<file path="config.mk">
export PLATFORM = sky130hd
export DESIGN_NAME = muldiv_sequencer
export DESIGN_NICKNAME = d
export VERILOG_FILES = /design/src/rtl/muldiv_sequencer.sv
export SDC_FILE = /design/constraint.sdc
export NUM_CORES = 1
export LEC_CHECK = 0
export ABC_AREA = 1
export BUFFER_PORTS_ARGS = -buffer_cell sky130_fd_sc_hd__buf_2
export CORE_AREA = 2 2 39 41
export DETAILED_ROUTE_END_ITERATION = 8
export DIE_AREA = 0 0 41 43
export PLACE_DENSITY = 0.41
export SYNTH_ARGS = -nofsm -noshare
export SYNTH_HDL_FRONTEND = slang
export SYNTH_SLANG_ARGS = --single-unit
</file>
<file path="constraint.sdc">
create_clock -name clock_i -period 1.29 [get_ports clock_i]
set_input_delay 0.129 -clock clock_i [delete_from_list [all_inputs] [get_ports clock_i]]
set_output_delay 0.129 -clock clock_i [all_outputs]
set_load 0.02 [all_outputs]
</file>
<file path="src/rtl/muldiv_sequencer.sv">
// Sequences one MULT/DIV request: start pulse, wait for fim, one HI/LO write, done.
// Optional watchdog timeout on the WAIT state is enabled by defining MULDIV_TIMEOUT_EN.
module muldiv_sequencer #(
    parameter int TIMEOUT_CYCLES = 64
) (
    input  logic clock_i,
    input  logic reset_ni,
    input  logic req_i,
    input  logic op_i,
    output logic busy_o,
    output logic done_o,
    output logic mult_start_o,
    output logic div_start_o,
    input  logic mult_fim_i,
    input  logic div_fim_i,
    input  logic div_by_zero_i,
    output logic hi_sel_o,
    output logic lo_sel_o,
    output logic hi_write_o,
    output logic lo_write_o,
    output logic exc_div0_o,
    output logic exc_timeout_o
);

    typedef enum logic [2:0] {
        S_IDLE  = 3'd0,
        S_START = 3'd1,
        S_WAIT  = 3'd2,
        S_WRITE = 3'd3,
        S_DONE  = 3'd4,
        S_EXC   = 3'd5
    } state_t;

    if (TIMEOUT_CYCLES < 1 || TIMEOUT_CYCLES > 255) begin : g_bad_timeout
        $error("TIMEOUT_CYCLES must lie in 1..255");
    end

    state_t state_q, state_d;
    logic   op_q, op_d;
    logic   sel_fim;

    // Only the unit that was actually started may complete the operation.
    assign sel_fim = op_q ? div_fim_i : mult_fim_i;

`ifdef MULDIV_TIMEOUT_EN
    localparam logic [7:0] TO_LIMIT = 8'(TIMEOUT_CYCLES);

    logic [7:0] cnt_q, cnt_d;
    logic       exc_to_q, exc_to_d;
    logic       to_hit;

    assign to_hit = ((cnt_q + 8'd1) == TO_LIMIT);

    always_ff @(posedge clock_i or negedge reset_ni) begin
        if (!reset_ni) begin
            cnt_q    <= 8'd0;
            exc_to_q <= 1'b0;
        end else begin
            cnt_q    <= cnt_d;
            exc_to_q <= exc_to_d;
        end
    end
`endif

    always_ff @(posedge clock_i or negedge reset_ni) begin
        if (!reset_ni) begin
            state_q <= S_IDLE;
            op_q    <= 1'b0;
        end else begin
            state_q <= state_d;
            op_q    <= op_d;
        end
    end

    always_comb begin
        state_d = state_q;
        op_d    = op_q;
`ifdef MULDIV_TIMEOUT_EN
        // Counter is zero on entry to WAIT and counts completed WAIT cycles.
        cnt_d    = (state_q == S_WAIT) ? (cnt_q + 8'd1) : 8'd0;
        exc_to_d = exc_to_q;
`endif
        unique case (state_q)
            S_IDLE: begin
                if (req_i) begin
                    op_d    = op_i;
                    state_d = S_START;
                end
            end
            S_START: state_d = S_WAIT;
            S_WAIT: begin
                // Divide-by-zero outranks fim, which outranks the watchdog.
                if (op_q && div_by_zero_i) begin
                    state_d = S_EXC;
`ifdef MULDIV_TIMEOUT_EN
                    exc_to_d = 1'b0;
`endif
                end else if (sel_fim) begin
                    state_d = S_WRITE;
`ifdef MULDIV_TIMEOUT_EN
                end else if (to_hit) begin
                    state_d  = S_EXC;
                    exc_to_d = 1'b1;
`endif
                end
            end
            S_WRITE: state_d = S_DONE;
            S_DONE:  state_d = S_IDLE;
            S_EXC:   state_d = S_IDLE;
            default: state_d = S_IDLE;
        endcase
    end

    // Moore outputs; op_q only changes when leaving IDLE, so the HI/LO
    // selectors naturally hold their last value while idle.
    always_comb begin
        busy_o        = (state_q != S_IDLE);
        done_o        = (state_q == S_DONE);
        mult_start_o  = (state_q == S_START) && !op_q;
        div_start_o   = (state_q == S_START) && op_q;
        hi_sel_o      = op_q;
        lo_sel_o      = op_q;
        hi_write_o    = (state_q == S_WRITE);
        lo_write_o    = (state_q == S_WRITE);
`ifdef MULDIV_TIMEOUT_EN
        exc_div0_o    = (state_q == S_EXC) && !exc_to_q;
        exc_timeout_o = (state_q == S_EXC) && exc_to_q;
`else
        exc_div0_o    = (state_q == S_EXC);
        exc_timeout_o = 1'b0;
`endif
    end

endmodule

</file>
==> run_results.csv, run 1 <==
group,metric,value,unit
run_status,status,"finished, final reports clean",
pwr,p_per_area,2710,nW/um^2
layout,final_nets,62,
place,gp_congestion,0.710,
clock_network,tritoncts,"built",
critical_path,cp.required,1.16,ns
detailed_routing,drtAntennaViolNets,0,
critical_path,cp.arrival,1.09,ns
synth,yosysTopAreaCell,"dfrtp_1",
pwr,power.leakage,0.215,nW
layout,antenna_cells,0,
grt,grt_usage,0.0786,
detailed_routing,vias,268,
die,die_w,41,um
die,die_area,1760,um^2
sta,period_minus_slack,1.22,ns
critical_path,cp-end-kind,"output port",
synth,synthesis.area,263,um^2
critical_path,crit_family,"flip-flops",
die,start_util,0.190,
pwr,ir_drop,0.000738,V
detailed_routing,drcViolationCount,0,
sta,final.period_utilization,0.947,
critical_path,crit_slowest_cell,"dfrtp_1",
detailed_routing,wl,601,um
clock_network,path_clk_slew,0.04,ns
layout,final_util,0.283,
clock_network,clk_latency,0.23,ns
sta,max_freq,818,MHz
critical_path,path_cells,"inv_2 > nand3_2 > nor2_1 > buf_4",
run,max_cap_viol_count,0,
synth,synth_commonest_cells,"7 x nand2_1, 4 x dfrtp_1, 4 x nor2_1",
place,dp_hpwl,462,um
grt,grt_pass1_wl,897,um
die,die_h,43,um
synth,post-synth-top-area-fraction,0.381,
grt,grt_max_degree,8,
synth,avgSynthCellArea,7.10,um^2
pwr,power.total,1.06,mW
clock_network,h-tree-depth,1,
hold_path,hold_depth,3,
grt,antenna_found_initial,0,
grt,grt_overflow,0,
critical_path,worst-r2r-cell-count,6,
sta,fin_worst_skew,0.00199,ns
critical_path,cp-start-kind,"flop",
sta,hold_violations,0,
sta,final.setup.tns,0,ns
synth,synth_cells,37,
hold_path,hold_path_class,"primary input to flop",
synth,synthTopCellsByArea,"dfrtp_1 38%, nand2_1 10%, buf_4 8.6%, nor2_1 5.7%, nor2_2 4.8%",
clock_network,cts_setup_buffers,0,
clock_network,root_buffer,"clkbuf_4",
sta,setup_viol,0,
grt,grt_pass1_vias,242,
detailed_routing,drtPass1Iterations,4,
synth,ys_async_sr_fraction,1.00,
critical_path,cp.depth,4,
critical_path,worstSetupPathType,"flop to output port",
detailed_routing,drt-vias-per-instance,3.88,
detailed_routing,wl_per_cell,8.71,um
die,rows,14,
layout,layout-drive-gt1-share,0.528,
synth,synth_cell_type_count,17,
detailed_routing,first_iter_violations,4,
synth,synth.net_count,44,
clock_network,cts_sinks,4,
synth,yosysWarnings,0,
clock_network,cts.path.max_buffers,2,
sta,grt_setup_unrepaired,"yes",
sta,slew_viol_final,0,
synth,synth_most_common_cell,"nand2_1",
critical_path,path_buf_inv,2,
layout,area_delta_synth_final,49.0,%
critical_path,critPathMaxStageDelay,0.41,ns
clock_network,numCtsBuffers,3,
critical_path,path_max_fanout,4,
synth,ys_seq_area_frac,0.381,
synth,synth-edff-count,0,
synth,synth_flop_cell,"dfrtp_1",
place,io_buffers,15,
die,io_pins,17,
die,coreArea,1380,um^2
synth,ys_seq_elements,4,
-- cell families (layout without fill, tap and decap cells) --
logic type / after synthesis / after routing / synth area share
flip-flops: 4 / 4 / 0.381
other: 1 / 1 / 0.0143
buffers and inverters: 9 / 25 / 0.181
AND/OR/NAND/NOR: 19 / 19 / 0.348
AO/OA/AOI/OAI: 4 / 4 / 0.0762
-- stage by stage --
step | hold slack (ns) | area, um^2 | cells | setup slack [ns]
finish | 0.118 | 392 | 69 | 0.0681
CTS | 0.111 | 368 | 69 | 0.0405
global placement | -0.0616 | 335 | 65 | 0.304
detailed placement | -0.0632 | 335 | 65 | 0.304
global route | 0.131 | 392 | 69 | -0.0161
floorplan | -0.167 | 263 | 37 | 0.102
-- sequential cells by signal (all words and copies together) (netlist names) --
register	count
state_q	3
hi_sel_o	1
-- repair_timing --
action	in CTS	in global routing
endpoints found under the hold margin	4	0
hold buffers	1	0
resized for setup	0	8
setup endpoints to repair	0	4
-- tightest hold or removal path: cells and delay by family --
family          cells  cell delay, ns
compound gates      1            0.06
buf+inv             1            0.07
simple gates        1            0.04
-- cell usage in the layout, fill, tap and decap left out --
cell type / n
buf_4: 3
clkbuf_4: 3
buf_6: 1
nor2_2: 4
nand3_2: 2
nor3_1: 2
nand4_1: 1
conb_1: 1
inv_4: 1
inv_2: 2
o21ai_0: 2
inv_1: 3
a21oi_1: 1
o21ai_1: 1
nand2_1: 7
buf_2: 11
dlygate4sd3_1: 1
nor2_1: 2
nand2_2: 1
dfrtp_1: 4
-- layout make-up --
type / count / area (um^2)
fillers: 154 / 992
multi-input cells: 24 / 125
flip-flops and latches: 4 / 100
repair buffers: 16 / 98.8
inverters: 6 / 25.0
clock buffers: 3 / 22.5
well taps: 16 / 20.0
-- power by group --
part           switching, mW  internal, mW  leakage (nW)  total, mW
clock network         0.0518         0.104        0.0138      0.156
logic                  0.412         0.232         0.151      0.644
registers             0.0724         0.187        0.0503      0.260
-- routing by layer --
| metal | vias up | part of all wire | global-route usage |
|---|---|---|---|
| met4 | 0 | 0 | 0.0600 |
| met2 | 11 | 0.46 | 0.109 |
| li1 | 142 | - | - |
| met1 | 115 | 0.44 | 0.0912 |
| met3 | 0 | 0.093 | 0.0314 |
| met5 | - | 0 | 0 |
-- path summary, 6_finish.rpt --
kind                                 start     endpoint  slack, ns
worst max register to register    hi_sel_o   state_q[0]       0.31
min in group asynchronous         reset_ni   state_q[1]       0.23
max in group asynchronous         reset_ni   state_q[0]       0.95
worst min-delay path                  op_i     hi_sel_o       0.12
worst max-delay path            state_q[1]  div_start_o       0.07
worst min register to register  state_q[2]   state_q[0]       0.57
Power figures use the tool's default switching activity.
==> inputs of run 2 (changes only) <==
--- a/config.mk
+++ b/config.mk
@@ -6,11 +6,12 @@
 export NUM_CORES = 1
 export LEC_CHECK = 0
 export ABC_AREA = 1
-export BUFFER_PORTS_ARGS = -buffer_cell sky130_fd_sc_hd__buf_2
 export CORE_AREA = 2 2 39 41
+export CTS_CLUSTER_SIZE = 10
 export DETAILED_ROUTE_END_ITERATION = 8
 export DIE_AREA = 0 0 41 43
-export PLACE_DENSITY = 0.41
+export DONT_BUFFER_PORTS = 1
+export PLACE_DENSITY = 0.3
 export SYNTH_ARGS = -nofsm -noshare
 export SYNTH_HDL_FRONTEND = slang
 export SYNTH_SLANG_ARGS = --single-unit
==> run 2 against run 1 <==
Compared with the run above:
- core utilization fell by 3.3 points
- clock power decreased by 6%
- first-iteration DRC count decreased by 100%
- setup slack improved by 0.0094 ns
- largest cell class unchanged
- critical path depth did not move
- clock skew hardly changed
- count of clock-buffer cells in the layout stayed put
- sequential share of layout area grew 3.4 points
- die area stayed put
- maximum frequency up 0.78%
==> run_results.csv, run 2 (synthesized netlist as in run 1, its figures left out) <==
group,metric,value,unit
detailed_routing,first_iter_violations,0,
sta,fin_ws,0.0776,ns
place,gp_congestion,0.702,
die,io_pins,17,
die,die_h,43,um
layout,final_common_cell,"nand2_1",
place,dpl.cell_count,56,
critical_path,path_max_fanout,4,
sta,final.period_utilization,0.940,
sta,grt_setup_unrepaired,"yes",
place,placed_cell_area,305,um^2
pwr,ir_drop,0.000889,V
place,dp_hpwl,498,um
die,coreArea,1380,um^2
grt,grt_pass1_wl,945,um
clock_network,clk_latency,0.23,ns
layout,layout-drive-gt1-share,0.409,
detailed_routing,drtPass1Iterations,1,
detailed_routing,drt-vias-per-instance,3.92,
pwr,p_per_area,2890,nW/um^2
grt,grt_overflow,0,
sta,final.setup.tns,0,ns
place,pre_cts_ws,0.235,ns
sta,max_freq,825,MHz
layout,n_fill_cell,165,
clock_network,cts_setup_buffers,0,
hold_path,hold_path_class,"primary input to flop",
grt,grt_max_degree,8,
pwr,power.total,998,uW
die,rows,14,
clock_network,h-tree-depth,1,
clock_network,cts.path.max_buffers,2,
detailed_routing,drcViolationCount,0,
critical_path,critPathMaxStageDelay,0.41,ns
detailed_routing,vias,235,
critical_path,crit_slowest_cell,"dfrtp_1",
sta,period_minus_slack,1.21,ns
layout,final_util,0.250,
place,io_buffers,0,
grt,grt_pass1_vias,238,
die,start_util,0.190,
pwr,power.leakage,0.178,nW
layout,regMostFlops,"state_q",
sta,hold_slack,0.0410,ns
grt,grt_usage,0.0869,
grt,antenna_found_initial,0,
layout,mostFrequentLayoutCells,"7 x nand2_1, 6 x buf_4, 4 x dfrtp_1",
critical_path,path_cells,"inv_2 > nand3_2 > nor2_2 > buf_4",
clock_network,path_clk_slew,0.03,ns
critical_path,cp-end-kind,"output port",
layout,final_nets,53,
layout,largest_register_ffs,3,
sta,fin_worst_skew,0.00187,ns
clock_network,cts_sinks,4,
critical_path,cp.arrival,1.08,ns
layout,area_delta_synth_final,31.4,%
critical_path,cp.required,1.16,ns
sta,hold_violations,0,
critical_path,cp-start-kind,"flop",
sta,setup_viol,0,
layout,stdcell_count,60,
clock_network,tritoncts,"built",
layout,design_area,345,um^2
run_status,status,"finished, final reports clean",
detailed_routing,wl_per_cell,9.77,um
detailed_routing,wl,586,um
detailed_routing,drtAntennaViolNets,0,
clock_network,numCtsBuffers,3,
die,die_w,41,um
clock_network,root_buffer,"clkbuf_4",
sta,slew_viol_final,0,
run,max_cap_viol_count,0,
layout,antenna_cells,0,
die,die_area,1760,um^2
critical_path,worstSetupPathType,"flop to output port",
-- run 2: repair_timing --
| action | CTS | global route |
|---|---|---|
| endpoints found under the setup margin | 0 | 2 |
| hold buffers | 1 | 0 |
| endpoints found under the hold margin | 4 | 0 |
| resized for setup | 0 | 2 |
-- run 2: layout make-up --
cell class                 count  area [um^2]  share of cell area
inverter                       6         25.0              0.0725
clock buffer                   3         22.5              0.0652
tap                           16         20.0              0.0580
sequential                     4          100               0.290
multi-input combinational     24          123               0.355
timing repair buffer           7         55.1               0.159
-- run 2: worst max-delay path, delay by kind of cell (launching register included) --
family,cells,cell delay [ns]
flip-flops,1,0.41
buffers and inverters,2,0.24
AND/OR/NAND/NOR,2,0.20
-- run 2: final timing paths --
| path | slack (ns) | startpoint | endpoint | cells after the start |
|---|---|---|---|---|
| worst max-delay path | 0.08 | state_q[1] | div_start_o | 4 |
| worst min-delay path | 0.04 | op_i | hi_sel_o | 2 |
| worst max register to register | 0.22 | state_q[0] | hi_sel_o | 5 |
| worst min register to register | 0.58 | state_q[2] | state_q[0] | 3 |
| max in group asynchronous | 0.95 | reset_ni | state_q[1] | 1 |
| min in group asynchronous | 0.17 | reset_ni | state_q[0] | 1 |
-- run 2: power by group --
group | total, mW | internal, mW | switching, mW | leakage [nW]
Sequential | 0.256 | 0.188 | 0.0686 | 0.0503
Clock | 0.146 | 0.103 | 0.0430 | 0.0138
Combinational | 0.595 | 0.193 | 0.402 | 0.114
-- run 2: routing by layer --
| metal | up-vias | track usage | routed length (um) |
|---|---|---|---|
| met5 | - | 0 | 0 |
| li1 | 126 | - | - |
| met3 | 0 | 0.0524 | 25 |
| met1 | 106 | 0.0951 | 244 |
| met4 | 0 | 0.0600 | 0 |
| met2 | 3 | 0.119 | 316 |
